<file path="config.mk">
export PLATFORM = sky130hd
export DESIGN_NAME = program_sequencer
export DESIGN_NICKNAME = d
export VERILOG_FILES = /design/src/rtl/program_sequencer.sv
export SDC_FILE = /design/constraint.sdc
export NUM_CORES = 1
export LEC_CHECK = 0
export CAP_MARGIN = 20
export CORE_MARGIN = 1
export CORE_UTILIZATION = 42
export CTS_CLUSTER_DIAMETER = 80
export DETAILED_ROUTE_END_ITERATION = 6
export PLACE_DENSITY = 0.76
export SLEW_MARGIN = 20
export SYNTH_ARGS = -nofsm -noshare
export SYNTH_HDL_FRONTEND = slang
export SYNTH_SLANG_ARGS = --single-unit
</file>
<file path="constraint.sdc">
create_clock -name clock -period 2.4 [get_ports clock]
set_input_delay 0.48 -clock clock [delete_from_list [all_inputs] [get_ports clock]]
set_output_delay 0.48 -clock clock [all_outputs]
set_load 0.03 [all_outputs]
</file>
<file path="src/rtl/program_sequencer.sv">
// ----------------------------------------------------------------------------
// program_sequencer
//
// Purpose:
//   Fetches stored instructions in order after an execute press. Each 18-bit
//   word is decoded into opCode/regID1/regID2/immValue and offered to the
//   alu over a valid/ready handshake. Reports busy/done/pc/executedCount
//   for LED and 7-seg status.
//
// Handshake (issue_valid/issue_ready):
//   The decoded fields appear together with issue_valid. They stay stable
//   until the first clock edge where issue_valid && issue_ready are both
//   high. That edge is the single acceptance of the instruction. issue_ready
//   seen without issue_valid is ignored.
//
// Ports:
//   clock, reset        system clock, asynchronous active-high reset
//   executeButton       raw active-low push button
//   instructionsSet     number of valid stored instructions (clamped to DEPTH)
//   mem_rd / mem_addr   read strobe and address to instruction memory
//   mem_data            read data, valid one cycle after mem_rd
//   issue_valid/ready   handshake to the alu
//   opCode..immValue    decoded instruction fields
//   busy, done          run status; done is a one-cycle pulse
//   pc, executedCount   current slot index and accepted-instruction count
//   dbg_state           current FSM state (S_IDLE..S_DONE encoding)
// ----------------------------------------------------------------------------
module program_sequencer #(
    parameter int          DEPTH   = 10,
    parameter int          INSTR_W = 18,
    parameter int          ADDR_W  = 4,
    parameter logic [3:0]  HALT_OP = 4'b1111
) (
    input  logic               clock,
    input  logic               reset,
    input  logic               executeButton,
    input  logic [ADDR_W-1:0]  instructionsSet,
    output logic               mem_rd,
    output logic [ADDR_W-1:0]  mem_addr,
    input  logic [INSTR_W-1:0] mem_data,
    output logic               issue_valid,
    input  logic               issue_ready,
    output logic [3:0]         opCode,
    output logic [2:0]         regID1,
    output logic [2:0]         regID2,
    output logic [7:0]         immValue,
    output logic               busy,
    output logic               done,
    output logic [ADDR_W-1:0]  pc,
    output logic [ADDR_W-1:0]  executedCount,
    output logic [2:0]         dbg_state
);

    typedef enum logic [2:0] {
        S_IDLE  = 3'd0,
        S_FETCH = 3'd1,
        S_WAIT  = 3'd2,
        S_ISSUE = 3'd3,
        S_DONE  = 3'd4
    } state_t;

    localparam logic [ADDR_W-1:0] DEPTH_A = ADDR_W'(DEPTH);

    state_t              r_state;
    state_t              w_next;

    logic                r_btn_s1;
    logic                r_btn_s2;
    logic                r_btn_hist;
    logic                w_start;

    logic [ADDR_W-1:0]   r_pc;
    logic [ADDR_W-1:0]   r_count;
    logic                r_busy;
    logic [3:0]          r_op;
    logic [2:0]          r_reg1;
    logic [2:0]          r_reg2;
    logic [7:0]          r_imm;

    logic [ADDR_W-1:0]   w_limit;
    logic [ADDR_W-1:0]   w_pc_inc;
    logic                w_mem_rd;
    logic                w_issue;
    logic                w_done;
    logic                w_begin;
    logic                w_load;
    logic                w_accept;

    // Synchronizer flops reset to 1 so a released button never looks like a
    // press; start is the synchronized falling edge (press of active-low).
    always_ff @(posedge clock or posedge reset) begin
        if (reset) begin
            r_btn_s1   <= 1'b1;
            r_btn_s2   <= 1'b1;
            r_btn_hist <= 1'b1;
        end else begin
            r_btn_s1   <= executeButton;
            r_btn_s2   <= r_btn_s1;
            r_btn_hist <= r_btn_s2;
        end
    end

    assign w_start  = r_btn_hist & ~r_btn_s2;
    assign w_limit  = (instructionsSet > DEPTH_A) ? DEPTH_A : instructionsSet;
    assign w_pc_inc = r_pc + 1'b1;

    // State register
    always_ff @(posedge clock or posedge reset) begin
        if (reset) begin
            r_state <= S_IDLE;
        end else begin
            r_state <= w_next;
        end
    end

    // Next-state and per-state strobes
    always_comb begin
        w_next   = r_state;
        w_mem_rd = 1'b0;
        w_issue  = 1'b0;
        w_done   = 1'b0;
        w_begin  = 1'b0;
        w_load   = 1'b0;
        w_accept = 1'b0;
        case (r_state)
            S_IDLE: begin
                if (w_start) begin
                    if (w_limit != '0) begin
                        w_begin = 1'b1;
                        w_next  = S_FETCH;
                    end else begin
                        w_next  = S_DONE;
                    end
                end
            end
            S_FETCH: begin
                w_mem_rd = 1'b1;
                w_next   = S_WAIT;
            end
            S_WAIT: begin
                // A halt word ends the run without being issued.
                if (mem_data[17:14] == HALT_OP) begin
                    w_next = S_DONE;
                end else begin
                    w_load = 1'b1;
                    w_next = S_ISSUE;
                end
            end
            S_ISSUE: begin
                w_issue = 1'b1;
                if (issue_ready) begin
                    w_accept = 1'b1;
                    w_next   = (w_pc_inc == w_limit) ? S_DONE : S_FETCH;
                end
            end
            S_DONE: begin
                w_done = 1'b1;
                w_next = S_IDLE;
            end
            default: begin
                w_next = S_IDLE;
            end
        endcase
    end

    // Datapath: pc, count, busy and the decoded field registers
    always_ff @(posedge clock or posedge reset) begin
        if (reset) begin
            r_pc    <= '0;
            r_count <= '0;
            r_busy  <= 1'b0;
            r_op    <= '0;
            r_reg1  <= '0;
            r_reg2  <= '0;
            r_imm   <= '0;
        end else begin
            if (w_begin) begin
                r_pc    <= '0;
                r_count <= '0;
                r_busy  <= 1'b1;
            end
            if (w_load) begin
                r_op   <= mem_data[17:14];
                r_reg1 <= mem_data[13:11];
                r_reg2 <= mem_data[10:8];
                r_imm  <= mem_data[7:0];
            end
            if (w_accept) begin
                r_count <= r_count + 1'b1;
                // pc only advances when another slot follows, so it stays
                // within 0..DEPTH-1.
                if (w_pc_inc != w_limit) begin
                    r_pc <= w_pc_inc;
                end
            end
            // Leaving DONE clears the fields so they read zero in IDLE.
            if (w_done) begin
                r_busy <= 1'b0;
                r_op   <= '0;
                r_reg1 <= '0;
                r_reg2 <= '0;
                r_imm  <= '0;
            end
        end
    end

    assign mem_rd        = w_mem_rd;
    assign mem_addr      = w_mem_rd ? r_pc : '0;
    assign issue_valid   = w_issue;
    assign opCode        = r_op;
    assign regID1        = r_reg1;
    assign regID2        = r_reg2;
    assign immValue      = r_imm;
    assign busy          = r_busy;
    assign done          = w_done;
    assign pc            = r_pc;
    assign executedCount = r_count;
    assign dbg_state     = r_state;

endmodule

</file>
==> flow_summary.yaml, run 1 <==
status:
  status: "finished, final reports clean"
clocking:
  clk_latency_ns: 0.33
  cts_tree: "yes"
  h-tree-depth: 2
  clock_path_buffers: 2
  hold_buffers: 0
  cts_buffers: 5
  clkTransAtPathRegs_ns: 0.10
  postCtsSetupRepairBufs: 0
  cts.repair.resized: 6
  clock-sinks: 33
  ctsRootBufferMaster: "clkbuf_4"
setup_path:
  worstPathMaxFanout: 10
  start_kind: "flop"
  cp.arrival_ns: 1.71
  rr_startpoint: "pc[0]$_DFF_PP0_"
  required_ns: 1.92
  rrSetupSlack_ns: 0.29
  worstSetupEndpointType: "output pin"
  critical_path_class: "reg -> out"
  rr_worst_depth: 7
  r2r-end: "pc[2]$_DFF_PP0_"
cells_and_area:
  syn_to_final_growth_pct: 50.0
  most-common-layout-cells: "55 x clkdlybuf4s50_1, 29 x dfrtp_1, 18 x a22o_1"
  final_nets: 228
  final_cells: 247
  diodes: 0
  final_common_cell: "clkdlybuf4s50_1"
  fill_cells: 264
  drive_gt1_frac: 0.0945
timing:
  setup_viol: 0
  clock_skew_ns: 0.00587
  fin_crit_sh: 0.911
  rsz0062_at_grt: "false"
  maxSlewViolCount: 0
  fin_crit_ns: 2.19
  hold_viol: 0
  slew_headroom: 0.558
  fmax_ghz: 0.457
  worst_slew_pin_slew_ns: 0.663
  finalSetupTns_ns: 0
detailed_routing:
  drc_errors: 0
  drt-vias-per-instance: 5.21
  ant_nets: 0
  vias: 1287
  initialDrtViolationCount: 91
  firstDrtPassIters: 4
  wl_per_cell_um: 14.3
  drt-total-wl_mm: 3.53
run:
  max-cap-violations: 0
floorplanning:
  io_pins: 63
  die-width_um: 62.1
  die_area_um2: 3860
  rows: 21
  initial_core_util: 0.448
  die_h_um: 62.1
  core_area_um2: 3390
synthesis:
  async_reset_ff_frac: 1.00
  synth_warnings: 0
  synth-edff-count: 0
  ys_types: 37
  synth_ff_type: "dfrtp_1"
  syn_inst: 135
  synth_seq_cells: 33
  synth.yosys.seq_area_share: 0.547
  syn-num-nets: 163
  synth.avg_cell_area_um2: 11.2
  synth_area_um2: 1520
global_route:
  grt_use_total: 0.200
  overflow: 0
  antenna_found_initial: 0
  grt_pass1_wl_mm: 6.04
  grt_max_degree: 34
  grt_pass1_vias: 1272
power:
  total_power_mw: 3.20
  powerDensity_nw_per_um2: 1410
  vdd_drop_max_mv: 0.844
  p_leak_nw: 1.04
place:
  place.gp.congestion: 0.815
  port_buffers: 62
  dp_cells: 238
  dp_hpwl_mm: 2.57
worst_hold_path:
  worst_hold_startpoint: "r_btn_s1$_DFF_PP1_"
  hold_path.class: "reg -> reg"
  holdPathStages: 0
  hold-path-endpoint: "r_btn_s2$_DFF_PP1_"
[how the worst max path moves through the flow]
| stage | from | endpoint | cells past startpoint |
|---|---|---|---|
| floorplan | dbg_state[0]$_DFFE_PP0P_ | mem_addr[0] | 3 |
| global placement | mem_data[15] | opCode[2]$_DFFE_PP0P_ | 5 |
| detailed placement | mem_data[17] | dbg_state[0]$_DFFE_PP0P_ | 6 |
| CTS | dbg_state[1]$_DFFE_PP0P_ | done | 3 |
| global route | dbg_state[1]$_DFFE_PP0P_ | issue_valid | 3 |
| finish | dbg_state[1]$_DFFE_PP0P_ | issue_valid | 3 |
[layer usage]
metal | GRT usage | part of all wire | vias up
met5 | 0 | 0 | -
met4 | 0.0523 | 0.0051 | 0
met3 | 0.0754 | 0.086 | 5
met2 | 0.312 | 0.47 | 61
met1 | 0.263 | 0.44 | 598
li1 | - | - | 623
[cell type report]
type	count	area, um2	share of cell area
Clock inverter	1	30.0	0.0132
Inverter	6	22.5	0.00990
Sequential cell	33	831	0.365
Tap cell	46	57.6	0.0253
Multi-Input combinational cell	89	638	0.280
Timing Repair Buffer	65	642	0.282
Clock buffer	7	55.1	0.0242
[cells by family after synthesis]
group | Yosys count | share of synthesized area
xor+xnor | 4 | 0.0330
fa+ha+maj | 2 | 0.0165
mux | 2 | 0.0132
compound gates | 37 | 0.194
flops | 33 | 0.547
simple gates | 44 | 0.161
buf+inv | 13 | 0.0363
[sequential cells by signal (all words and copies together), names as in the netlist, 3 cells and up]
signal and count:
immValue 8, executedCount 4, opCode 4, pc 4, dbg_state 3, regID1 3, regID2 3
[critical path: stages (launching register included)]
cell and delay [ns]:
dfrtp_1 0.55, inv_1 0.14, nor3b_2 0.26, dlygate4sd2_1 0.44
[per-stage QoR]
step	worst slack [ns]	hold slack (ns)	cell area (um2)	util
finish	0.213	0.358	2280	0.671
global placement	0.102	0.346	2180	0.644
floorplan	0.270	0.345	1520	-
CTS	0.0348	0.363	2260	0.668
global route	0.0627	0.365	2280	0.671
detailed placement	0.0207	0.349	2180	0.644
[cells in the mapped netlist, types with 2 or more instances]
| cell type | number | area [um2] |
|---|---|---|
| and2_1 | 7 | 43.8 |
| inv_1 | 6 | 22.5 |
| dfstp_2 | 3 | 78.8 |
| dfrtp_1 | 30 | 751 |
| nand2b_1 | 5 | 31.3 |
| nor2_1 | 7 | 26.3 |
| a21oi_1 | 3 | 15.0 |
| ha_1 | 2 | 25.0 |
| nor4_1 | 2 | 12.5 |
| nand2_1 | 6 | 22.5 |
| o21ai_0 | 6 | 30.0 |
| nand3_1 | 7 | 35.0 |
| xor2_1 | 2 | 17.5 |
| buf_2 | 5 | 25.0 |
| nor3_1 | 2 | 10.0 |
| mux2i_1 | 2 | 20.0 |
| a31oi_1 | 2 | 12.5 |
| nand4_1 | 2 | 12.5 |
| a22o_1 | 18 | 158 |
[power breakdown]
group	internal (mW)	leakage, nW	switching (mW)	total, mW
Sequential	0.790	0.404	0.217	1.01
Combinational	0.780	0.591	0.993	1.77
Clock	0.249	0.0455	0.176	0.425
Note: power is estimated with default switching activity, not from simulation.
==> inputs of run 2 (changes only) <==
Settings changed: CORE_MARGIN 1 to unset.
==> results of run 2 <==
Same layout as run 1: the final DEF is identical, and so are final timing and power.
